===== config.mk =====
export PLATFORM = sky130hd
export DESIGN_NAME = branch_resolver
export DESIGN_NICKNAME = d
export VERILOG_FILES = /design/src/rtl/branch_resolver_pkg.sv /design/src/rtl/cond_eval.sv /design/src/rtl/branch_resolver.sv
export SDC_FILE = /design/constraint.sdc
export NUM_CORES = 1
export LEC_CHECK = 0
export CORE_MARGIN = 4
export CORE_UTILIZATION = 37
export CTS_BUF_LIST = sky130_fd_sc_hd__clkbuf_2 sky130_fd_sc_hd__clkbuf_4 sky130_fd_sc_hd__clkbuf_8
export CTS_CLUSTER_SIZE = 25
export DETAILED_ROUTE_END_ITERATION = 10
export PLACE_DENSITY = 0.87
export SLEW_MARGIN = 10
export SYNTH_ARGS = -nofsm -noshare
export SYNTH_HDL_FRONTEND = slang
export SYNTH_SLANG_ARGS = --single-unit

===== constraint.sdc =====
create_clock -name clk -period 4.68 [get_ports clk]
set_input_delay 0.468 -clock clk [delete_from_list [all_inputs] [get_ports clk]]
set_output_delay 0.468 -clock clk [all_outputs]
set_load 0.02 [all_outputs]

===== src/rtl/branch_resolver_pkg.sv =====
// Shared constants, condition codes and the branch decode helper for branch_resolver.
// Optional same-cycle flag bypass is selected by BRANCH_FLAG_BYPASS_EN in branch_resolver.sv.
package branch_resolver_pkg;

  localparam logic [5:0]  OP_B      = 6'b000101;
  localparam logic [7:0]  OP_CBZ    = 8'hB4;
  localparam logic [7:0]  OP_CBNZ   = 8'hB5;
  localparam logic [7:0]  OP_BCOND  = 8'h54;

  localparam logic [31:0] NOP_INSTR = 32'hD503201F;

  localparam int FLAG_N = 3;
  localparam int FLAG_Z = 2;
  localparam int FLAG_C = 1;
  localparam int FLAG_V = 0;

  typedef enum logic [3:0] {
    COND_EQ = 4'h0,
    COND_NE = 4'h1,
    COND_HS = 4'h2,
    COND_LO = 4'h3,
    COND_MI = 4'h4,
    COND_PL = 4'h5,
    COND_VS = 4'h6,
    COND_VC = 4'h7,
    COND_HI = 4'h8,
    COND_LS = 4'h9,
    COND_GE = 4'hA,
    COND_LT = 4'hB,
    COND_GT = 4'hC,
    COND_LE = 4'hD,
    COND_AL = 4'hE,
    COND_NV = 4'hF
  } cond_e;

  typedef struct packed {
    logic is_b;
    logic is_cbz;
    logic is_cbnz;
    logic is_bcond;
  } br_decode_t;

  // B.cond requires bit 4 clear; with it set the word is not a conditional branch.
  function automatic br_decode_t decode_branch(input logic [31:0] instr);
    br_decode_t d;
    d.is_b     = (instr[31:26] == OP_B);
    d.is_cbz   = (instr[31:24] == OP_CBZ);
    d.is_cbnz  = (instr[31:24] == OP_CBNZ);
    d.is_bcond = (instr[31:24] == OP_BCOND) && !instr[4];
    return d;
  endfunction

endpackage


===== src/rtl/cond_eval.sv =====
// Combinational evaluation of an AArch64 condition code against an {N,Z,C,V} flag set.
module cond_eval
  import branch_resolver_pkg::*;
(
  input  logic [3:0] cond,
  input  logic [3:0] flags,
  output logic       cond_met
);

  logic w_n, w_z, w_c, w_v;

  assign w_n = flags[FLAG_N];
  assign w_z = flags[FLAG_Z];
  assign w_c = flags[FLAG_C];
  assign w_v = flags[FLAG_V];

  always_comb begin
    cond_met = 1'b1;
    case (cond)
      COND_EQ: cond_met = w_z;
      COND_NE: cond_met = !w_z;
      COND_HS: cond_met = w_c;
      COND_LO: cond_met = !w_c;
      COND_MI: cond_met = w_n;
      COND_PL: cond_met = !w_n;
      COND_VS: cond_met = w_v;
      COND_VC: cond_met = !w_v;
      COND_HI: cond_met = w_c && !w_z;
      COND_LS: cond_met = !(w_c && !w_z);
      COND_GE: cond_met = (w_n == w_v);
      COND_LT: cond_met = (w_n != w_v);
      COND_GT: cond_met = !w_z && (w_n == w_v);
      COND_LE: cond_met = !(!w_z && (w_n == w_v));
      default: cond_met = 1'b1;
    endcase
  end

endmodule


===== src/rtl/branch_resolver.sv =====
// IF/ID register plus B/CBZ/CBNZ/B.cond resolution driving the PC's branch inputs.
// Define BRANCH_FLAG_BYPASS_EN to let B.cond see flags_in in the same cycle flag_we is high.
module branch_resolver #(
  parameter int          DATA_W    = 64,
  parameter logic [31:0] NOP_INSTR = branch_resolver_pkg::NOP_INSTR
) (
  input  logic              clk,
  input  logic              rst,
  input  logic [31:0]       instr_in,
  input  logic [31:0]       pc_in,
  input  logic              stall,
  input  logic              flag_we,
  input  logic [3:0]        flags_in,
  input  logic [DATA_W-1:0] rt_data,
  output logic [4:0]        rt_index,
  output logic [31:0]       instr_id,
  output logic              valid_id,
  output logic [31:0]       curAddress,
  output logic [18:0]       condAddr19,
  output logic [25:0]       brAddr26,
  output logic              UncondBr,
  output logic              brTaken
);

  import branch_resolver_pkg::*;

  logic [31:0] r_instr;
  logic [31:0] r_pc;
  logic        r_valid;
  logic [3:0]  r_flags;

  br_decode_t  w_dec;
  logic [3:0]  w_cond_flags;
  logic        w_cond_met;
  logic        w_rt_zero;
  logic        w_br_taken;

  always_ff @(posedge clk) begin
    if (rst) begin
      r_instr <= NOP_INSTR;
      r_pc    <= '0;
      r_valid <= 1'b0;
      r_flags <= 4'b0000;
    end else begin
      if (flag_we) begin
        r_flags <= flags_in;
      end
      if (!stall) begin
        if (w_br_taken) begin
          // Wrong-path fetch is replaced by a bubble; its PC is kept for visibility.
          r_instr <= NOP_INSTR;
          r_pc    <= pc_in;
          r_valid <= 1'b0;
        end else begin
          r_instr <= instr_in;
          r_pc    <= pc_in;
          r_valid <= 1'b1;
        end
      end
    end
  end

`ifdef BRANCH_FLAG_BYPASS_EN
  assign w_cond_flags = flag_we ? flags_in : r_flags;
`else
  assign w_cond_flags = r_flags;
`endif

  cond_eval u_cond_eval (
    .cond     (r_instr[3:0]),
    .flags    (w_cond_flags),
    .cond_met (w_cond_met)
  );

  always_comb begin
    w_dec = decode_branch(r_instr);
    if (!r_valid) begin
      w_dec = '0;
    end
  end

  assign w_rt_zero = (rt_data == '0);

  // Stall gates the redirect so a held branch only fires once, when it is released.
  assign w_br_taken = r_valid && !stall &&
                      (w_dec.is_b ||
                       (w_dec.is_cbz && w_rt_zero) ||
                       (w_dec.is_cbnz && !w_rt_zero) ||
                       (w_dec.is_bcond && w_cond_met));

  assign instr_id   = r_instr;
  assign valid_id   = r_valid;
  assign curAddress = r_pc;
  assign rt_index   = r_instr[4:0];
  // Target fields read as zero while IF/ID holds a bubble.
  assign condAddr19 = r_valid ? r_instr[23:5] : '0;
  assign brAddr26   = r_valid ? r_instr[25:0] : '0;
  assign UncondBr   = w_dec.is_b;
  assign brTaken    = w_br_taken;

endmodule


After elaboration in Yosys (flattened, before gate mapping)
Index checks and enable logic that the tools add are counted.
{"block": "totals", "register_bits": 69, "elab_cells": 51, "inputBits": 136}
{"block": "op_classes", "mux": 6, "reduce_logical": 22, "n_eq_ne": 19}
{"cell": "$logic_not 64->1", "n": 1}
{"cell": "$mux 32", "n": 1}
{"cell": "$mux 26", "n": 1}
{"cell": "$eq 4x4->1 const B", "n": 6}
{"cell": "$mux 19", "n": 1}
{"cell": "$eq 4x3->1 const B", "n": 4}
{"cell": "$eq 8x8->1 const B", "n": 2}
{"cell": "$pmux 1 s14", "n": 1}
{"cell": "$logic_not 1->1", "n": 9}
{"cell": "$eq 4x2->1 const B", "n": 2}
{"cell": "$eq 8x7->1 const B", "n": 1}
{"cell": "$logic_and 1x1->1", "n": 8}
{"cell": "$eq 6x3->1 const B", "n": 1}
{"cell": "$eq 4x1->1 const B", "n": 1}
{"cell": "$logic_not 4->1", "n": 1}
{"cell": "$mux 4", "n": 1}
{"cell": "$logic_or 1x1->1", "n": 3}
{"cell": "$eq 1x1->1", "n": 1}
{"cell": "$mux 1", "n": 1}
{"cell": "$ne 1x1->1", "n": 1}

Logic depth before layout (Yosys ltp)
Gate-level depths: netlist of the first run.
{"block": "logic_depth", "depth_word": 9, "ltp_mapped": 9, "ltp_nobuf": 6}

Modules after synthesis
Synthesis of the first run repeated with hierarchy kept, for this count alone.
{"block": "hier_totals", "cells_unflattened": 364, "hier_area_um2": 3423.3}
{"module": "branch_resolver", "area_per_inst_um2": 3245.6, "cells_per_inst": 340, "seq_area_each_um2": 1381.3, "instances": 1}
{"module": "cond_eval", "area_per_inst_um2": 177.7, "cells_per_inst": 24, "seq_area_each_um2": 0.0, "instances": 1}

Worst setup path after synthesis of the first run
No wires, ideal clock.
{"block": "synth_timing", "kind": "flip-flop to output port", "startpoint": "reg r_valid (netlist: valid_id)", "endpoint": "out brTaken", "n_path_buf": 3, "stages_incl_launch_ff": 9, "setup_slack_ns": 2.171, "arrival_ns": 2.041, "cell_sequence": "dfxtp_1 -> buf_4 -> nand4b_1 -> or4_1 -> nor3b_1 -> a211o_1 -> buf_6 -> buf_6 -> and2_1"}
{"block": "synth_between", "elab_chain_cells": 6, "word_cells_on_any_way": 9, "cone_classes": "1 x mux; 8 x reduce/logical"}
{"item": "start: declaration", "line_no": "branch_resolver.sv:29", "source": "logic r_valid;"}
{"item": "start signal: assignment", "line_no": "branch_resolver.sv:42", "source": "r_valid <= 1'b0;"}
{"item": "start signal: assignment", "line_no": "branch_resolver.sv:53", "source": "r_valid <= 1'b0;"}
{"item": "start signal: assignment", "line_no": "branch_resolver.sv:57", "source": "r_valid <= 1'b1;"}
{"item": "$mux 4", "line_no": "branch_resolver.sv:77", "source": "if (!r_valid) begin"}
{"item": "$logic_and 1x1->1", "line_no": "branch_resolver.sv:87", "source": "(w_dec.is_cbz && w_rt_zero) ||"}
{"item": "$logic_or 1x1->1", "line_no": "branch_resolver.sv:86", "source": "(w_dec.is_b ||"}
{"item": "$logic_or 1x1->1", "line_no": "branch_resolver.sv:87"}
{"item": "$logic_or 1x1->1", "line_no": "branch_resolver.sv:88", "source": "(w_dec.is_cbnz && !w_rt_zero) ||"}
{"item": "$logic_and 1x1->1 *", "line_no": "branch_resolver.sv:85", "source": "assign w_br_taken = r_valid && !stall &&"}
{"item": "end: declaration", "line_no": "branch_resolver.sv:22", "source": "output logic brTaken"}
Mark *: on every way between the ends. The rest lies on a longest branch, timed or not.

Final worst setup path of the first run
{"block": "layout_timing", "startpoint": "in rt_data[17]", "endpoint": "out brTaken"}
{"block": "layout_between", "elab_chain_cells": 6, "word_cells_on_any_way": 8, "cone_classes": "8 x reduce/logical"}
{"item": "start: declaration", "line_no": "branch_resolver.sv:14", "source": "input logic [DATA_W-1:0] rt_data,"}
{"item": "$logic_not 64->1 *", "line_no": "branch_resolver.sv:82", "source": "assign w_rt_zero = (rt_data == '0);"}
{"item": "$logic_and 1x1->1 / $logic_not 1->1 (equally long branches)", "line_no": "branch_resolver.sv:87, branch_resolver.sv:88"}
{"item": "$logic_or 1x1->1 / $logic_and 1x1->1 (equally long branches)", "line_no": "branch_resolver.sv:86, branch_resolver.sv:88"}
{"item": "$logic_or 1x1->1 *", "line_no": "branch_resolver.sv:87"}
{"item": "$logic_or 1x1->1 *", "line_no": "branch_resolver.sv:88"}
{"item": "$logic_and 1x1->1 *", "line_no": "branch_resolver.sv:85"}
Marks and branches as above.

==> summary.txt, run 1 <==
Row cnt = 34
Clock sinks = 69
GR Util All Layers = 0.212
Post-DP HPWL = 9.24 mm
Die area = 10500 sq um
Final core utilization = 0.676
Number of DRC markers in iteration 0 = 106
Logic pwr share = 0.250
Count leader, synth = dfxtp_1
Int Pwr = 1.19 mW
Post-Route Skew = 10.4 ps
P_leak = 2.27 nW
Largest net degree at the start of global routing = 65
WL met3 = 1.30 mm
Synth Area in Simple Gates = 0.247
Power density cells = 274 nW/um^2
Clk network pwr share = 0.345
Seq/Total Area, Yosys = 0.417
Yosys Warn Count = 0
Die Wd = 103 microns
Seq pwr share = 0.405
Via Count = 3542
Vias in the first global route = 3534
Later-pin clock latency in the skew report = 330 ps
Routed WL = 12.0 mm
Antenna Violating Nets Remaining = 0
CTS Buf Count = 9
Via/cell ratio = 5.10
Post-synth EDFFs = 0
CTS Hold Bufs = 0
Setup crit end kind = primary output
Max Fclk = 305 MHz
I/O pin cnt = 253
Detailed Routing Iterations Pass 1 = 4
Crit Path Max Fanout = 2
Max-slew headroom = 0.424
Postcts setup bufs = 0
Slew Viols, Final = 0
Starting density of the core = 0.380
Unrepaired setup endpoints after global routing = no
Layout cells sized above 1 = 0.0427
Post-synth net total = 505
Worst Path Required = 4210 ps
Synth top area share = 0.417
Number of synthesized register bits = 69
Area contributors post-synth = dfxtp_1 42%, mux2i_1 12%, buf_4 5.7%
Crit path DAT = 2810 ps
Maximum vdd drop = 180 uV
CTS tree = built
Post-Synth Adder-Cell Area = 0
IO Port Bufs = 252
Synthesized area per cell = 8.98 sq um
H-tree Lvls = 3
Post-CTS sizing = 0
Primary FF master, synth = dfxtp_1
Die H = 103 microns
Met1 WL = 4.41 mm
Minimum clock period = 3280 ps
NetSw = 0.427 mW
Routed length per instance = 17.3 microns
Largest family of logic cells by synthesized area = simple AND/OR/NAND/NOR gates
Core area = 8720 sq um
Final cycle utilization of the critical path = 0.701
Measured slew at the worst slew-check pin = 864 ps
CTS max path bufs = 2
Mapped Area = 3310 sq um
Min-Delay Path Class = register to register
RD Place Congestion = 0.864
Max Cap Viol = 0
Post-Synth XOR/XNOR Area = 0.00793
Unique masters post-synth = 34
CTS root buffer = clkbuf_8
Setup TNS = 0 ps
Final Hold Viols = 0
Async S/R FF share, synth = 0
Uppermost routed layer = met4
Gr ovfl total = 0
Complex-gate fraction of the synthesized area = 0.0967
Initial antenna violation count = 1
Clock-pin transition on the worst setup and hold timing paths = 80 ps
Post-synth top area cell = dfxtp_1
DRC viols = 0
Post-Syn Instances = 369
Post-synthesis mux area share = 0.124
First-pass GRT wire length = 17.4 mm
Met2 routed WL = 5.90 mm
Switch share = 0.265
Finish-stage setup viols = 0
Commonest cells in the netlist = 69 x dfxtp_1, 41 x mux2i_1, 39 x nor2_1
Nets = 717
Area Growth Syn to Fin = 78.0%
CP Launch Type = primary input
CP Class = primary input to primary output
Status = complete, no violations
power by group through the flow:
stage / sequential (mW) / clock (mW) / combinational, mW
after global routing: 0.659 / 0.599 / 0.431
after detailed placement: 0.667 / 0 / 0.405
final: 0.654 / 0.556 / 0.403
after CTS: 0.654 / 0.571 / 0.407
after global placement: 0.665 / 0 / 0.398
after floorplan: 0.699 / 0 / 0.142
stage by stage:
step / cells / worst slack, ps / total power [mW] / hold WS [ps] / area [sq um]
floorplan: 369 / 2170 / 0.841 / 474 / 3310
global placement: 678 / 1390 / 1.06 / 472 / 5660
detailed placement: 678 / 1350 / 1.07 / 482 / 5660
CTS: 694 / 1370 / 1.63 / 494 / 5890
global route: 695 / 1250 / 1.69 / 509 / 5900
finish: 695 / 1400 / 1.61 / 491 / 5900
critical path, stage by stage:
cell	delay, ps
clkdlybuf4s50_1	400
nor4_1	350
nand4_1	170
nor4_2	320
mux2i_1	210
a211o_1	130
and2_1	140
clkdlybuf4s50_1	620
path summary, 6_finish.rpt:
check,slack (ps),cells past startpoint,endpoint,startpoint
hold / removal,490,2,instr_id[15],instr_id[15]
setup / recovery,1400,8,brTaken,rt_data[17]
setup reg to reg,2520,6,instr_id[16],instr_id[27]
hold reg to reg,490,2,instr_id[15],instr_id[15]
cell usage in the layout, fill, tap and decap left out, types with 2 or more instances in the layout:
cell type	n
and2_1	27
xnor2_1	3
o22ai_1	20
buf_2	2
nor4bb_1	2
nor2_1	39
inv_1	3
bufinv_16	2
nor4_1	17
o32a_1	13
a21oi_1	2
nand2_1	19
nand4_1	4
clkdlybuf4s50_1	250
nor3b_1	4
clkbuf_8	11
o21ai_0	2
and4b_1	2
nor3_1	2
mux2i_1	41
clkinv_4	2
or3_1	13
buf_4	5
nand3_1	19
clkinv_1	2
dfxtp_1	69
metal layers:
metal,vias to the layer above,track usage
met1,1628,0.221
met2,165,0.374
met4,0,0.0928
met5,-,0
met3,32,0.0846
li1,1717,-
cell families (layout without fill, tap and decap cells):
family	after synthesis	in the layout
xor+xnor	3	3
simple gates	153	153
mux	41	41
compound gates	42	42
flops	69	69
other cells	0	1
buf+inv	61	278
registers in the layout (all words and copies together) (netlist names):
register / count
curAddress: 32
instr_id: 32
r_flags: 4
valid_id: 1
cell type report:
cell class,count,area [sq um]
Fill cell,720,2830
Timing Repair Buffer,257,2550
Multi-Input combinational cell,239,1570
Sequential cell,69,1380
Clock buffer,11,151
Tap cell,108,135
Clock inverter,5,82.6
Inverter,5,18.8
Antenna cell,1,2.50
(Power assumes the default switching activity.)
==> run 2: changes to the inputs <==
Settings changed: CORE_UTILIZATION 37 to 35, PLACE_DENSITY 0.87 to 0.83.
Clock period 4.68 ns to 3.2 ns, I/O delays scaled along.
==> summary.txt, run 2 (synthesized netlist as in run 1, its figures left out) <==
Worst Path Required = 2880 ps
CP Launch Type = primary input
Slew Viols, Final = 0
Max Fclk = 333 MHz
P_leak = 2.25 nW
Commonest non-fill, non-tap cell in the layout = clkdlybuf4s50_1
Starting density of the core = 0.358
Later-pin clock latency in the skew report = 330 ps
RD Place Congestion = 0.834
Final instance area = 5880 sq um
Final cycle utilization of the critical path = 0.939
Minimum clock period = 3010 ps
Antenna Violating Nets Remaining = 0
DRC viols = 0
Maximum vdd drop = 273 uV
Finished Layout Cells = 715
Most frequent cells in the layout = 250 x clkdlybuf4s50_1, 69 x dfxtp_1, 41 x mux2i_1
Worst Setup Slack, final = 194 ps
Fill count = 775
Row cnt = 35
Postcts setup bufs = 0
Crit Path Max Fanout = 2
Die H = 105 microns
Layout cells sized above 1 = 0.0427
Area post-placement = 5690 sq um
Detailed Routing Iterations Pass 1 = 4
Routed length per instance = 16.4 microns
Nets = 717
Area Growth Syn to Fin = 77.6%
Power density cells = 383 nW/um^2
I/O pin cnt = 253
Post-Route Skew = 18.5 ps
CTS tree = built
Via/cell ratio = 4.90
Die area = 11100 sq um
CTS max path bufs = 2
CTS root buffer = clkbuf_8
Clock sinks = 69
Measured slew at the worst slew-check pin = 836 ps
Unrepaired setup endpoints after global routing = no
Max-slew headroom = 0.442
Via Count = 3505
Placed insts = 699
Routed WL = 11.8 mm
Clock-pin transition on the worst setup and hold timing paths = 80 ps
Die Wd = 105 microns
Core area = 9240 sq um
Setup crit end kind = primary output
GR Util All Layers = 0.203
CTS Buf Count = 9
First-pass GRT wire length = 18.3 mm
Post-DP HPWL = 9.15 mm
Status = complete, no violations
Gr ovfl total = 0
CP Class = primary input to primary output
Max Cap Viol = 0
Setup TNS = 0 ps
Final Hold Viols = 0
Final hold slack = 494 ps
Finish-stage setup viols = 0
Number of DRC markers in iteration 0 = 139
Vias in the first global route = 3552
Crit path DAT = 2690 ps
H-tree Lvls = 3
Place WS = 149 ps
Initial antenna violation count = 0
IO Port Bufs = 252
Post-CTS sizing = 0
Min-Delay Path Class = register to register
CTS Hold Bufs = 0
Largest net degree at the start of global routing = 65
Antenna fix cells = 0
[run 2: cell types whose count changed in the layout (fill, tap and decap cells not counted)]
| cell | before | now |
|---|---|---|
| diode_2 | 1 | 0 |
| inv_6 | 0 | 2 |
| clkbuf_8 | 11 | 9 |
| clkinv_4 | 2 | 0 |
| clkinvlp_4 | 0 | 2 |
| bufinv_16 | 2 | 1 |
| clkinv_2 | 1 | 2 |
[run 2: worst max-delay path: stages]
cell and delay (ps):
clkdlybuf4s50_1 420, nor4_1 330, nand4_1 160, nor4_2 340, mux2i_1 220, a211o_1 130
and2_1 130, clkdlybuf4s50_1 640
[run 2: worst paths after layout]
| check | start | to | cells past startpoint | slack [ps] |
|---|---|---|---|---|
| max reg2reg | instr_id[2] | instr_id[13] | 7 | 1000 |
| max | rt_data[32] | brTaken | 8 | 190 |
| min | instr_id[14] | instr_id[14] | 2 | 490 |
| min reg2reg | instr_id[14] | instr_id[14] | 2 | 490 |
[run 2: layout make-up]
cell class,count,area (sq um),area share
timing repair buffer,257,2550,0.434
multi-input combinational,239,1570,0.268
sequential,69,1380,0.235
tap,129,161,0.0274
clock buffer,9,124,0.0211
clock inverter,7,72.6,0.0123
inverter,5,18.8,0.00319
[run 2: through the flow]
stage               total power, mW   util
floorplan                      1.23      -
global placement               1.55  0.615
detailed placement             1.57  0.615
CTS                            2.29  0.637
global route                   2.36  0.637
finish                         2.25  0.637
[run 2: metal layers]
metal  part of all wire  wire [microns]  track usage
met2               0.51            6030        0.369
met5                  0               0            0
met4              0.018             210       0.0600
met3              0.093            1090       0.0692
met1               0.38            4420        0.220
[run 2: power breakdown]
part,switching (mW),internal [mW],total (mW)
Clock,0.350,0.363,0.713
Sequential,0.0444,0.911,0.955
Combinational,0.246,0.340,0.586
Total,0.641,1.61,2.25
